**config.mk**
```make
export PLATFORM = sky130hd
export DESIGN_NAME = digit_counter_ctl
export DESIGN_NICKNAME = d
export VERILOG_FILES = /design/src/rtl/ncl_ctl_pkg.sv /design/src/rtl/dr_decode.sv /design/src/rtl/digit_counter_ctl.sv
export SDC_FILE = /design/constraint.sdc
export NUM_CORES = 1
export LEC_CHECK = 0
export ABC_AREA = 0
export CORE_UTILIZATION = 49
export CTS_BUF_LIST = sky130_fd_sc_hd__clkbuf_16
export CTS_CLUSTER_DIAMETER = 100
export DETAILED_ROUTE_END_ITERATION = 8
export GPL_TIMING_DRIVEN = 0
export PLACE_DENSITY = 0.81
export SYNTH_ARGS = -nofsm -noshare
export SYNTH_HDL_FRONTEND = slang
export SYNTH_SLANG_ARGS = --single-unit
```
**constraint.sdc**
```tcl
create_clock -name clk -period 3.3 [get_ports clk]
set_input_delay 0.66 -clock clk [delete_from_list [all_inputs] [get_ports clk]]
set_output_delay 0.66 -clock clk [all_outputs]
set_load 0.03 [all_outputs]
```
**src/rtl/ncl_ctl_pkg.sv**
```systemverilog
// rtl/ncl_ctl_pkg.sv - shared state encoding and dual-rail constants for the NCL counter controller
package ncl_ctl_pkg;

  typedef enum logic [2:0] {
    IDLE,
    WAIT_RFD,
    DATA,
    NULL,
    DRAIN,
    DONE,
    ERR
  } ctl_state_e;

  localparam logic [1:0] DR_NULL = 2'b00;
  localparam logic [1:0] DR_D0   = 2'b01;
  localparam logic [1:0] DR_D1   = 2'b10;
  localparam logic [1:0] DR_ILL  = 2'b11;

endpackage

```
**src/rtl/dr_decode.sv**
```systemverilog
// rtl/dr_decode.sv - combinational dual-rail sum decoder: binary value, completeness and illegal-code flags
module dr_decode
  import ncl_ctl_pkg::*;
#(
  parameter int WIDTH = 32
) (
  input  logic [2*WIDTH-1:0] sum_dr,
  output logic [WIDTH-1:0]   value,
  output logic               complete,
  output logic               illegal
);

  always_comb begin
    value    = '0;
    complete = 1'b1;
    illegal  = 1'b0;
    for (int k = 0; k < WIDTH; k++) begin
      value[k] = sum_dr[2*k+1];
      if (sum_dr[2*k +: 2] == DR_NULL || sum_dr[2*k +: 2] == DR_ILL) complete = 1'b0;
      if (sum_dr[2*k +: 2] == DR_ILL) illegal = 1'b1;
    end
  end

endmodule

```
**src/rtl/digit_counter_ctl.sv**
```systemverilog
// rtl/digit_counter_ctl.sv - burst controller driving DATA/NULL wavefronts into a dual-rail NCL counter
// Optional phase watchdog enabled by defining DIGIT_COUNTER_CTL_WATCHDOG_EN.
module digit_counter_ctl
  import ncl_ctl_pkg::*;
#(
  parameter int WIDTH       = 32,
  parameter int SYNC_STAGES = 2,
  parameter int TIMEOUT     = 1023
) (
  input  logic               clk,
  input  logic               init_n,
  input  logic               start,
  input  logic [31:0]        target,
  input  logic               abort,
  output logic [1:0]         cin,
  input  logic               ack,
  input  logic [2*WIDTH-1:0] sum_dr,
  output logic               busy,
  output logic               done,
  output logic               err,
  output logic [31:0]        issued,
  output logic [WIDTH-1:0]   value,
  output logic               value_valid
);

  ctl_state_e             state_q, state_d;
  logic [SYNC_STAGES-1:0] ack_sync;
  logic                   ack_s;
  logic [WIDTH-1:0]       dec_value;
  logic                   dec_complete, dec_illegal;
  logic [31:0]            target_q;
  logic [32:0]            issued_p1;
  logic                   accept, clr_burst, inc_issued, latch_value;
  logic                   set_err, clr_err, phase_active;

  always_ff @(posedge clk or negedge init_n) begin
    if (!init_n) ack_sync <= '0;
    else         ack_sync <= {ack_sync[SYNC_STAGES-2:0], ack};
  end
  assign ack_s = ack_sync[SYNC_STAGES-1];

  dr_decode #(.WIDTH(WIDTH)) u_decode (
    .sum_dr   (sum_dr),
    .value    (dec_value),
    .complete (dec_complete),
    .illegal  (dec_illegal)
  );

  assign issued_p1    = {1'b0, issued} + 33'd1;
  assign phase_active = (state_q == WAIT_RFD) || (state_q == DATA) ||
                        (state_q == NULL) || (state_q == DRAIN);

`ifdef DIGIT_COUNTER_CTL_WATCHDOG_EN
  localparam int PW = $clog2(TIMEOUT + 1);
  logic [PW-1:0] phase_cnt;

  // Counts cycles spent in the current state; restarts on every transition.
  always_ff @(posedge clk or negedge init_n) begin
    if (!init_n)                      phase_cnt <= '0;
    else if (state_d != state_q)      phase_cnt <= '0;
    else if (phase_cnt != PW'(TIMEOUT)) phase_cnt <= phase_cnt + 1'b1;
  end
`else
  localparam int unused_timeout = TIMEOUT;
`endif

  always_comb begin
    state_d     = state_q;
    accept      = 1'b0;
    clr_burst   = 1'b0;
    inc_issued  = 1'b0;
    latch_value = 1'b0;
    set_err     = 1'b0;
    clr_err     = 1'b0;
    case (state_q)
      IDLE: begin
        if (!abort && start) begin
          accept = 1'b1;
          if (target == 32'd0) begin
            state_d = DONE;
          end else begin
            clr_burst = 1'b1;
            state_d   = WAIT_RFD;
          end
        end
      end
      WAIT_RFD: begin
        if (abort)      state_d = DRAIN;
        else if (ack_s) state_d = DATA;
      end
      DATA: begin
        latch_value = dec_complete;
        if (abort)       state_d = DRAIN;
        else if (!ack_s) state_d = NULL;
      end
      NULL: begin
        if (abort) begin
          state_d = DRAIN;
        end else if (ack_s) begin
          inc_issued = 1'b1;
          state_d    = (issued_p1 == {1'b0, target_q}) ? DONE : DATA;
        end
      end
      DRAIN: if (ack_s) state_d = IDLE;
      DONE:  state_d = IDLE;
      ERR: begin
        if (abort) begin
          clr_err = 1'b1;
          state_d = DRAIN;
        end
      end
      default: state_d = IDLE;
    endcase
    // An illegal digit overrides every other decision while a phase is active.
    if (phase_active && dec_illegal) begin
      set_err = 1'b1;
      state_d = ERR;
    end
`ifdef DIGIT_COUNTER_CTL_WATCHDOG_EN
    if (phase_active && phase_cnt == PW'(TIMEOUT - 1)) begin
      set_err = 1'b1;
      state_d = ERR;
    end
`endif
  end

  always_ff @(posedge clk or negedge init_n) begin
    if (!init_n) begin
      state_q     <= IDLE;
      cin         <= DR_NULL;
      err         <= 1'b0;
      issued      <= '0;
      value       <= '0;
      value_valid <= 1'b0;
      target_q    <= '0;
    end else begin
      state_q <= state_d;
      cin     <= (state_d == DATA) ? DR_D1 : DR_NULL;
      if (set_err)      err <= 1'b1;
      else if (clr_err) err <= 1'b0;
      if (accept) target_q <= target;
      if (clr_burst) begin
        issued      <= '0;
        value_valid <= 1'b0;
      end else begin
        if (inc_issued && !issued_p1[32]) issued <= issued_p1[31:0];
        if (latch_value) begin
          value       <= dec_value;
          value_valid <= 1'b1;
        end
      end
    end
  end

  assign busy = (state_q != IDLE);
  assign done = (state_q == DONE);

endmodule

```
==> summary.md, run 1 <==
| Metric | Value |
|---|---|
| Max-cap violations | 0 |
| Reg clk slew, reported paths | 0.07 ns |
| Post-Synthesis Cells | 590 |
| Clock latency on the worst-skew pair | 0.36 ns |
| CTS sink count | 104 |
| First-pass GRT wire length | 28700 um |
| Most used flip-flop cell after synthesis | dfrtp_1 |
| Syn-to-layout area delta | 36.2% |
| DIE WIDTH | 114 um |
| Crit share post-route | 95.2% |
| IO buf count | 169 |
| Antenna Violating Nets Remaining | 0 |
| DR iter-0 viols | 434 |
| Leak pwr | 3.69 nW |
| Diodes inserted | 0 |
| Pin count of the biggest net entering global routing | 65 |
| FF+latch area | 0.00260 sq mm |
| Nets | 905 |
| Cts bufs inserted | 9 |
| Worst slack, placed | 0.158 ns |
| Post-DR vias/cell | 5.87 |
| Share of power burned in registers | 41.2% |
| Mapped Area | 0.00617 sq mm |
| CP Capture Type | register |
| Worst stage delay on the critical path | 0.52 ns |
| Clock Power Share | 27.4% |
| DRC violations left | 0 |
| Number of enable flip-flop cells after synthesis | 0 |
| Yosys reg bits | 104 |
| Normalized max-slew margin | 44.0% |
| Number of global-route vias before repair | 5592 |
| Status | complete, no violations |
| Skew final | 0.00768 ns |
| WP data required | 3.55 ns |
| CP max FO | 9 |
| Endpoints failing setup | 0 |
| Fin crit period | 3.14 ns |
| Comb pwr share | 31.4% |
| Crit path DAT | 3.39 ns |
| Post-synth ARST share | 100% |
| GR Overflow Total | 0 |
| Post-layout util | 69.1% |
| Core Footprint | 0.0122 sq mm |
| Least-Margin Pin Slew | 0.839 ns |
| Crit Path Class | register to register |
| CP Cell Sequence | ha_1, and4_4, nand4_2, nor4_1, o22a_1, nor4b_1, and4_1, nand4_2, a21o_1 |
| Final setup margin | 0.159 ns |
| Gpl congestion | 0.913 |
| Int Pwr | 0.00272 W |
| CTS tree | built |
| Avg Inst Size Synth | 10.5 sq um |
| Critical path's most frequent cell | nand4_2 |
| Power Total | 0.00408 W |
| Clk buf depth | 2 |
| Vias | 5543 |
| Antenna violations before repair | 0 |
| VDD IR-drop max | 296 uV |
| Switch share | 33.3% |
| Die H | 114 um |
| Core Rows | 40 |
| Drt wl/cell | 19.4 um |
| Fin. Hold Viols | 0 |
| Starting Density | 50.7% |
| Syn. warnings | 0 |
| CP max stage cell | dfrtp_1 |
| Total net switching power | 0.00136 W |
| Routed WL | 18300 um |
| CTS Root Cell | clkbuf_16 |
| Pwr dens | 486 mW/mm^2 |
| Total track usage | 29.4% |
| DPL Wire Length | 14300 um |
| Seq/Total Area, Yosys | 42.2% |
| Max-slew violations | 0 |
| Worst min path class | register to register |
| Max Fclk | 318 MHz |
| # IOs | 171 |
| Area of the die | 0.0130 sq mm |
| Mapped Nets | 724 |
| Htree depth | 3 |
| RSZ-0062 raised after global routing | true |
| Layout cells sized above 1 | 14.4% |
| Area of the multi-input gates | 0.00341 sq mm |
| CP startpoint kind | register |
| Fillers | 932 |
| Drt first pass iters | 5 |
| Count of different cell masters after synthesis | 62 |
## worst paths after layout
kind | start | end | slack, ns | depth (start not counted)
min in group asynchronous | init_n | target_q[11] | 0.41 | 1
worst max-delay path | issued[0] | state_q[1] | 0.16 | 9
worst min register to register | ack_sync[0] | ack_sync[1] | 0.37 | 0
worst max register to register | issued[0] | state_q[1] | 0.16 | 9
max in group asynchronous | init_n | target_q[28] | 2.18 | 2
worst min-delay path | ack_sync[0] | ack_sync[1] | 0.37 | 0
## flip-flops by register name (all words and copies together) (netlist names)
register,flops
state_q,3
issued,32
err,1
value_valid,1
value,32
cin,1
target_q,32
ack_sync,2
## cells in the final DEF, fill, tap and decap left out, types with 25 or more instances in the layout
cell type        instances
clkdlybuf4s50_1        168
dfrtp_1                104
mux2_2                  65
nand2_1                 39
xnor2_1                 38
nor2_1                  37
ha_1                    33
o21ai_0                 30
nor4_1                  25
## worst max-delay path, delay by kind of cell, from the launching register on
family	cells	cell delay [ns]
fa+ha+maj	1	0.34
compound gates	2	0.40
flops	1	0.52
simple gates	6	1.76
## layout make-up
type                       count  share of cell area (%)
sequential                   104                    31.0
multi-input combinational    449                    40.6
tap                          168                    2.50
inverter                       8                   0.357
timing repair buffer         170                    20.3
buffer                        29                    1.61
clock inverter                 7                   0.938
clock buffer                   9                    2.68
## kinds of logic after synthesis
logic type | synth area share [%]
AND/OR/NAND/NOR | 20.7
flip-flops | 42.2
multiplexers | 12.8
AO/OA/AOI/OAI | 6.63
XOR/XNOR | 8.23
buffers and inverters | 2.68
adder cells (fa/ha/maj) | 6.69
other | 0.0608
## layer usage
layer	global-route usage (%)	up-vias	wire length (um)	share of wire, %
met5	0	-	0	0
met4	14.7	0	787	4.3
met3	9.90	59	1660	9.1
met2	49.7	290	8920	49
met1	33.2	2662	6930	38
li1	-	2532	-	-
## synth_stat cells (3+ instances only)
cell type    n  area share, %
a31oi_1      5           0.51
o211ai_1     4           0.49
ha_1        33            6.7
and3_1      10            1.0
o21ai_0     30            2.4
xnor2_1     38            5.4
inv_1        8           0.49
nor2_1      38            2.3
nand2b_1     6           0.61
nand3_1     21            1.7
dfrtp_1    104             42
buf_2        9           0.73
xor2_1      20            2.8
nor3_1      13            1.1
mux2_2      65             12
a21oi_1     12           0.97
nor4_1      25            2.5
or3_1        9           0.91
nand2_1     39            2.4
nand3b_1     3           0.37
mux2i_1      6           0.97
and4_1       7           0.99
buf_4        4           0.49
nand4_1     21            2.1
clkbuf_1    16           0.97
## stage by stage
stage,TNS [ns],cells,cell area (sq um),hold WS [ns]
after floorplan,0,590,6170,0.331
after global placement,-253.22,927,8070,0.338
after detailed placement,0,928,8090,0.353
after CTS,0,944,8390,0.370
after global routing,-0.0114,944,8400,0.373
final,0,944,8400,0.367
## power groups by stage
stage | sequential [W] | clock, W | combinational (W)
floorplan | 0.00171 | 0 | 0.000762
global placement | 0.00170 | 0 | 0.00123
detailed placement | 0.00170 | 0 | 0.00126
CTS | 0.00168 | 0.00113 | 0.00128
global route | 0.00171 | 0.00118 | 0.00139
finish | 0.00168 | 0.00112 | 0.00128
## repair_timing
item | CTS | global route
buffers inserted | 0 | 0
hold buffers | 0 | 0
resized for setup | 0 | 2
setup endpoints to repair | 0 | 8
hold endpoints to repair | 0 | 0
No activity file was read; power rests on OpenSTA's default activity.
==> run 2, diff against run 1 <==
CORE_MARGIN = 2   (was default)
==> run 2 against run 1 <==
  * Core utilization decreased by 0.37 points
  * Non-clock buffer count increased by 1
  * Hold slack got worse by 0.040 ns
  * Maximum frequency increased by 2.9%
  * Sequential power about the same
  * Clock-buffer cell count unchanged
  * Clock power decreased by 12%
  * Design area decreased by 0.54%
  * Setup slack improved by 0.089 ns
  * Global-route usage decreased by 1.1 points
  * Critical path type unchanged
  * Largest power group unchanged
==> summary.md, run 2 (synthesis gave the netlist of run 1 again) <==
| Metric | Value |
|---|---|
| RSZ-0062 raised after global routing | false (was true) |
| CP Capture Type | register (unchanged) |
| Power Total | 0.00395 W (was 0.00408 W) |
| Status | complete, no violations (unchanged) |
| CTS sink count | 104 (unchanged) |
| Total track usage | 28.3% (was 29.4%) |
| Fin. Hold Viols | 0 (unchanged) |
| CP startpoint kind | register (unchanged) |
| Die H | 116 um (was 114 um) |
| Core Footprint | 0.0122 sq mm (unchanged) |
| WP data required | 3.52 ns (was 3.55 ns) |
| Reg clk slew, reported paths | 0.07 ns (about the same) |
| Leak pwr | 3.67 nW (was 3.69 nW) |
| Clock latency on the worst-skew pair | 0.36 ns (about the same) |
| Area of the die | 0.0135 sq mm (was 0.0130 sq mm) |
| First-pass GRT wire length | 28900 um (was 28700 um) |
| Skew final | 0.00689 ns (was 0.00768 ns) |
| Crit path DAT | 3.27 ns (was 3.39 ns) |
| Fillers | 998 (was 932) |
| Vias | 5400 (was 5543) |
| Diodes inserted | 0 (unchanged) |
| Cts bufs inserted | 9 (unchanged) |
| Largest regs | issued: 32 flops, target_q: 32 flops, value: 32 flops (unchanged) |
| Max-slew violations | 0 (unchanged) |
| Starting Density | 50.7% (unchanged) |
| Number of global-route vias before repair | 5586 (was 5592) |
| Clk buf depth | 2 (unchanged) |
| Post-layout util | 68.7% (was 69.1%) |
| FF+latch area | 0.00260 sq mm (unchanged) |
| Gpl congestion | 0.941 (was 0.913) |
| Layout cells sized above 1 | 13.9% (was 14.4%) |
| DR iter-0 viols | 299 (was 434) |
| Drt wl/cell | 19.2 um (was 19.4 um) |
| Commonest cells after routing, fill and taps aside | clkdlybuf4s50_1 (168), dfrtp_1 (104), mux2_2 (65), nand2_1 (39) (was clkdlybuf4s50_1 (168), dfrtp_1 (104), mux2_2 (65), nand2_1 (39), xnor2_1 (38)) |
| VDD IR-drop max | 281 uV (was 296 uV) |
| Max Fclk | 328 MHz (was 318 MHz) |
| Syn-to-layout area delta | 35.5% (was 36.2%) |
| GR Overflow Total | 0 (unchanged) |
| Drt first pass iters | 5 (unchanged) |
| Pwr dens | 472 mW/mm^2 (was 486 mW/mm^2) |
| Core Rows | 40 (unchanged) |
| Max-cap violations | 0 (unchanged) |
| Routed WL | 18100 um (was 18300 um) |
| Final setup margin | 0.248 ns (was 0.159 ns) |
| Post-route cell area | 0.00836 sq mm (was 0.00840 sq mm) |
| Htree depth | 3 (unchanged) |
| Hold_ws | 0.327 ns (was 0.367 ns) |
| CP max FO | 10 (was 9) |
| Crit Path Class | register to register (unchanged) |
| DIE WIDTH | 116 um (was 114 um) |
| Worst min path class | primary input to async pin (was register to register) |
| Least-Margin Pin Slew | 0.726 ns (was 0.839 ns) |
| Worst slack, placed | 0.0335 ns (was 0.158 ns) |
| # IOs | 171 (unchanged) |
| Most common cell after layout, fill and taps aside | clkdlybuf4s50_1 (unchanged) |
| CTS tree | built (unchanged) |
| Antenna Violating Nets Remaining | 0 (unchanged) |
| DRC violations left | 0 (unchanged) |
| Fin crit period | 3.05 ns (was 3.14 ns) |
| CTS Root Cell | clkbuf_16 (unchanged) |
| Endpoints failing setup | 0 (unchanged) |
| Crit share post-route | 92.5% (was 95.2%) |
| Antenna violations before repair | 0 (unchanged) |
| DPL Wire Length | 14200 um (was 14300 um) |
| Nets | 906 (was 905) |
| Normalized max-slew margin | 51.6% (was 44.0%) |
| Area of placed instances | 0.00810 sq mm (was 0.00809 sq mm) |
| Post-DR vias/cell | 5.72 (was 5.87) |
| Area of the multi-input gates | 0.00340 sq mm (was 0.00341 sq mm) |
| IO buf count | 169 (unchanged) |
| Pin count of the biggest net entering global routing | 58 (was 65) |
run 2: changes by cell type in the layout (fill, tap and decap cells not counted), sizes merged:
cell / before / now
inv: 12 / 10
clkinv: 1 / 2
clkinvlp: 1 / 2
buf: 15 / 16
bufinv: 1 / 0
run 2: layout make-up:
type | instances | share of cell area [%]
plain buffers | 29 | 1.62
clock buffers | 9 | 2.69
clock inverters | 6 | 0.359
inverters | 8 | 0.359
multi-input cells | 449 | 40.7
flip-flops and latches | 104 | 31.1
well taps | 168 | 2.51
repair buffers | 171 | 20.6
run 2: final timing paths:
path                        startpoint          end  slack (ns)  cells after the start
max in group asynchronous       init_n       cin[1]        2.26                      2
min in group clk           ack_sync[0]  ack_sync[1]        0.38                      0
hold reg to reg            ack_sync[0]  ack_sync[1]        0.38                      0
setup / recovery             issued[0]   issued[22]        0.25                     10
hold / removal                  init_n    issued[8]        0.33                      1
setup reg to reg             issued[0]   issued[22]        0.25                     10
run 2: per-layer routing:
metal | vias to the layer above | wire (um) | global-route usage, %
li1 | 2523 | - | -
met5 | - | 0 | 0
met3 | 38 | 1780 | 8.30
met4 | 0 | 612 | 12.5
met2 | 247 | 8680 | 47.9
met1 | 2592 | 7070 | 33.6
run 2: critical path, stage by stage, from the launching register on:
cell,delay [ns]
dfrtp_1,0.48
ha_1,0.33
and4_4,0.25
and4_1,0.19
nor4b_4,0.14
buf_4,0.17
a31oi_2,0.53
clkbuf_1,0.48
nand2_1,0.14
xor2_1,0.15
nor2_1,0.05
run 2: per-stage QoR:
stage                     instances  setup TNS (ns)
final                           944               0
after global routing            944               0
after CTS                       943               0
after detailed placement        928               0
after global placement          927         -242.52
after floorplan                 590               0
run 2: repair_timing:
action                     CTS  global route
hold buffers                 0             0
setup endpoints to repair    0             5
gates resized for setup      0             0
buffers inserted             0             1
run 2: power breakdown:
| group | switching (W) | internal (W) |
|---|---|---|
| sequential | 0.000195 | 0.00149 |
| clock | 0.000491 | 0.000498 |
| combinational | 0.000637 | 0.000641 |
| total | 0.00132 | 0.00262 |
==> run 3, diff against run 2 <==
TNS_END_PERCENT = 5   (was default)
==> run 3 against run 2 <==
  * Clock power about the same
  * Final cell count decreased by 0.11%
  * Wire length increased by 0.26%
  * Hold slack got worse by 0.0092 ns
  * Critical path type unchanged
  * Combinational power about the same
  * Non-clock buffer count decreased by 1
  * Setup slack got worse by 0.0023 ns
  * Largest power group unchanged
  * Sequential power about the same
  * Design area about the same
==> summary.md, run 3 (synthesis gave the netlist of run 1 again) <==
| Metric | Value |
|---|---|
| Status | complete, no violations (unchanged) |
| Max-cap violations | 0 (unchanged) |
| Drt wl/cell | 19.3 um (was 19.2 um) |
| DPL Wire Length | 14200 um (unchanged) |
| DRC violations left | 0 (unchanged) |
| Gpl congestion | 0.941 (unchanged) |
| IO buf count | 169 (unchanged) |
| Htree depth | 3 (unchanged) |
| Setup TNS | 0 ns (unchanged) |
| Post-layout util | 68.7% (about the same) |
| CP max FO | 9 (was 10) |
| Least-Margin Pin Slew | 0.733 ns (was 0.726 ns) |
| Final setup margin | 0.246 ns (was 0.248 ns) |
| Leak pwr | 3.67 nW (about the same) |
| Max Fclk | 327 MHz (was 328 MHz) |
| Number of global-route vias before repair | 5586 (unchanged) |
| Nets | 905 (was 906) |
| Crit path DAT | 3.27 ns (about the same) |
| Worst min path class | primary input to async pin (unchanged) |
| Reg clk slew, reported paths | 0.07 ns (about the same) |
| Crit share post-route | 92.6% (was 92.5%) |
| Critical path buffer and inverter count | 0 (was 2) |
| Vias | 5360 (was 5400) |
| DIE WIDTH | 116 um (unchanged) |
| Pin count of the biggest net entering global routing | 58 (unchanged) |
| Most common cell after layout, fill and taps aside | clkdlybuf4s50_1 (unchanged) |
| Diodes inserted | 0 (unchanged) |
| GR Overflow Total | 0 (unchanged) |
| Worst slack, placed | 0.0335 ns (unchanged) |
| CP startpoint kind | register (unchanged) |
| Total track usage | 28.3% (unchanged) |
| Commonest cells after routing, fill and taps aside | clkdlybuf4s50_1 (168), dfrtp_1 (104), mux2_2 (65), nand2_1 (39) (unchanged) |
| # IOs | 171 (unchanged) |
| Antenna Violating Nets Remaining | 0 (unchanged) |
| CTS Root Cell | clkbuf_16 (unchanged) |
| Post-route cell area | 0.00836 sq mm (about the same) |
| Setup Fix Bufs, Post-CTS | 0 (unchanged) |
| Clock latency on the worst-skew pair | 0.36 ns (about the same) |
| Skew final | 0.00797 ns (was 0.00689 ns) |
| Area of placed instances | 0.00810 sq mm (unchanged) |
| Layout cells sized above 1 | 13.8% (was 13.9%) |
| Largest regs | issued: 32 flops, target_q: 32 flops, value: 32 flops (unchanged) |
| Cts bufs inserted | 9 (unchanged) |
| DR iter-0 viols | 304 (was 299) |
| Crit Path Class | register to register (unchanged) |
| Routed WL | 18200 um (was 18100 um) |
| CP Cell Sequence | ha_1, and4_4, nand4_2, nor3_1, and3_1, xor2_1, o21ai_0, nand4_2, o2111a_1 (was ha_1, and4_4, and4_1, nor4b_4, buf_4, a31oi_2, clkbuf_1, nand2_1, xor2_1, nor2_1) |
| Drt first pass iters | 5 (unchanged) |
| Fin. Hold Viols | 0 (unchanged) |
| Syn-to-layout area delta | 35.5% (about the same) |
| Antenna violations before repair | 0 (unchanged) |
| Max-slew violations | 0 (unchanged) |
| Hold_buf cts | 0 (unchanged) |
| Core Rows | 40 (unchanged) |
| Endpoints failing setup | 0 (unchanged) |
| Cells after DPL | 928 (unchanged) |
| VDD IR-drop max | 280 uV (was 281 uV) |
| Pwr dens | 472 mW/mm^2 (about the same) |
| Top Family by Delay on Critical Path | simple AND/OR/NAND/NOR gates (unchanged) |
| Critical path's most frequent cell | nand4_2 |
| WP data required | 3.52 ns (about the same) |
| First-pass GRT wire length | 28900 um (unchanged) |
| Starting Density | 50.7% (unchanged) |
| Worst stage delay on the critical path | 0.50 ns (was 0.53 ns) |
| Post-DR vias/cell | 5.68 (was 5.72) |
| Die H | 116 um (unchanged) |
| CTS sink count | 104 (unchanged) |
| CTS tree | built (unchanged) |
| Normalized max-slew margin | 51.2% (was 51.6%) |
| CP max stage cell | dfrtp_1 (was a31oi_2) |
| Post-Layout Cell Count | 943 (was 944) |
| Cells resized by post-CTS repair | 0 (unchanged) |
| Clk buf depth | 2 (unchanged) |
| Core Footprint | 0.0122 sq mm (unchanged) |
| CP Capture Type | register (unchanged) |
| Area of the die | 0.0135 sq mm (unchanged) |
| Fin crit period | 3.05 ns (about the same) |
[run 3: cell count changes in the layout (fill, tap and decap cells not counted), sizes merged]
cell,delta
buf,-1
[run 3: layout make-up]
type / count / area [sq um]
fillers: 996 / 3800
multi-input cells: 449 / 3410
flip-flops and latches: 104 / 2600
repair buffers: 170 / 1720
clock buffers: 9 / 225
well taps: 168 / 210
plain buffers: 29 / 135
clock inverters: 6 / 30.0
inverters: 8 / 30.0
[run 3: worst paths after layout]
check / cells past startpoint / from / endpoint / slack (ns)
max: 9 / issued[0] / cin[1] / 0.25
min: 1 / init_n / issued[8] / 0.32
max reg2reg: 9 / issued[0] / cin[1] / 0.25
min reg2reg: 0 / ack_sync[0] / ack_sync[1] / 0.38
max in group asynchronous: 2 / init_n / value[3] / 2.27
min in group clk: 0 / ack_sync[0] / ack_sync[1] / 0.38
[run 3: metal layers]
metal  part of all wire (%)  vias to the layer above  GRT usage [%]
met1                     40                     2567           33.6
met4                    3.2                        0           12.5
met2                     48                      231           47.9
li1                       -                     2524              -
met3                    9.4                       38           8.30
met5                      0                        -              0
[run 3: stage by stage]
| stage | total power (W) | hold WS (ns) |
|---|---|---|
| global placement | 0.00292 | 0.382 |
| detailed placement | 0.00297 | 0.389 |
| CTS | 0.00396 | 0.342 |
| finish | 0.00395 | 0.318 |
| floorplan | 0.00247 | 0.331 |
| global route | 0.00415 | 0.376 |
[run 3: power by group]
group	switching [W]	total, W	internal, W
logic	0.000641	0.00128	0.000641
registers	0.000196	0.00168	0.00149
clock network	0.000488	0.000986	0.000498
total	0.00133	0.00395	0.00262
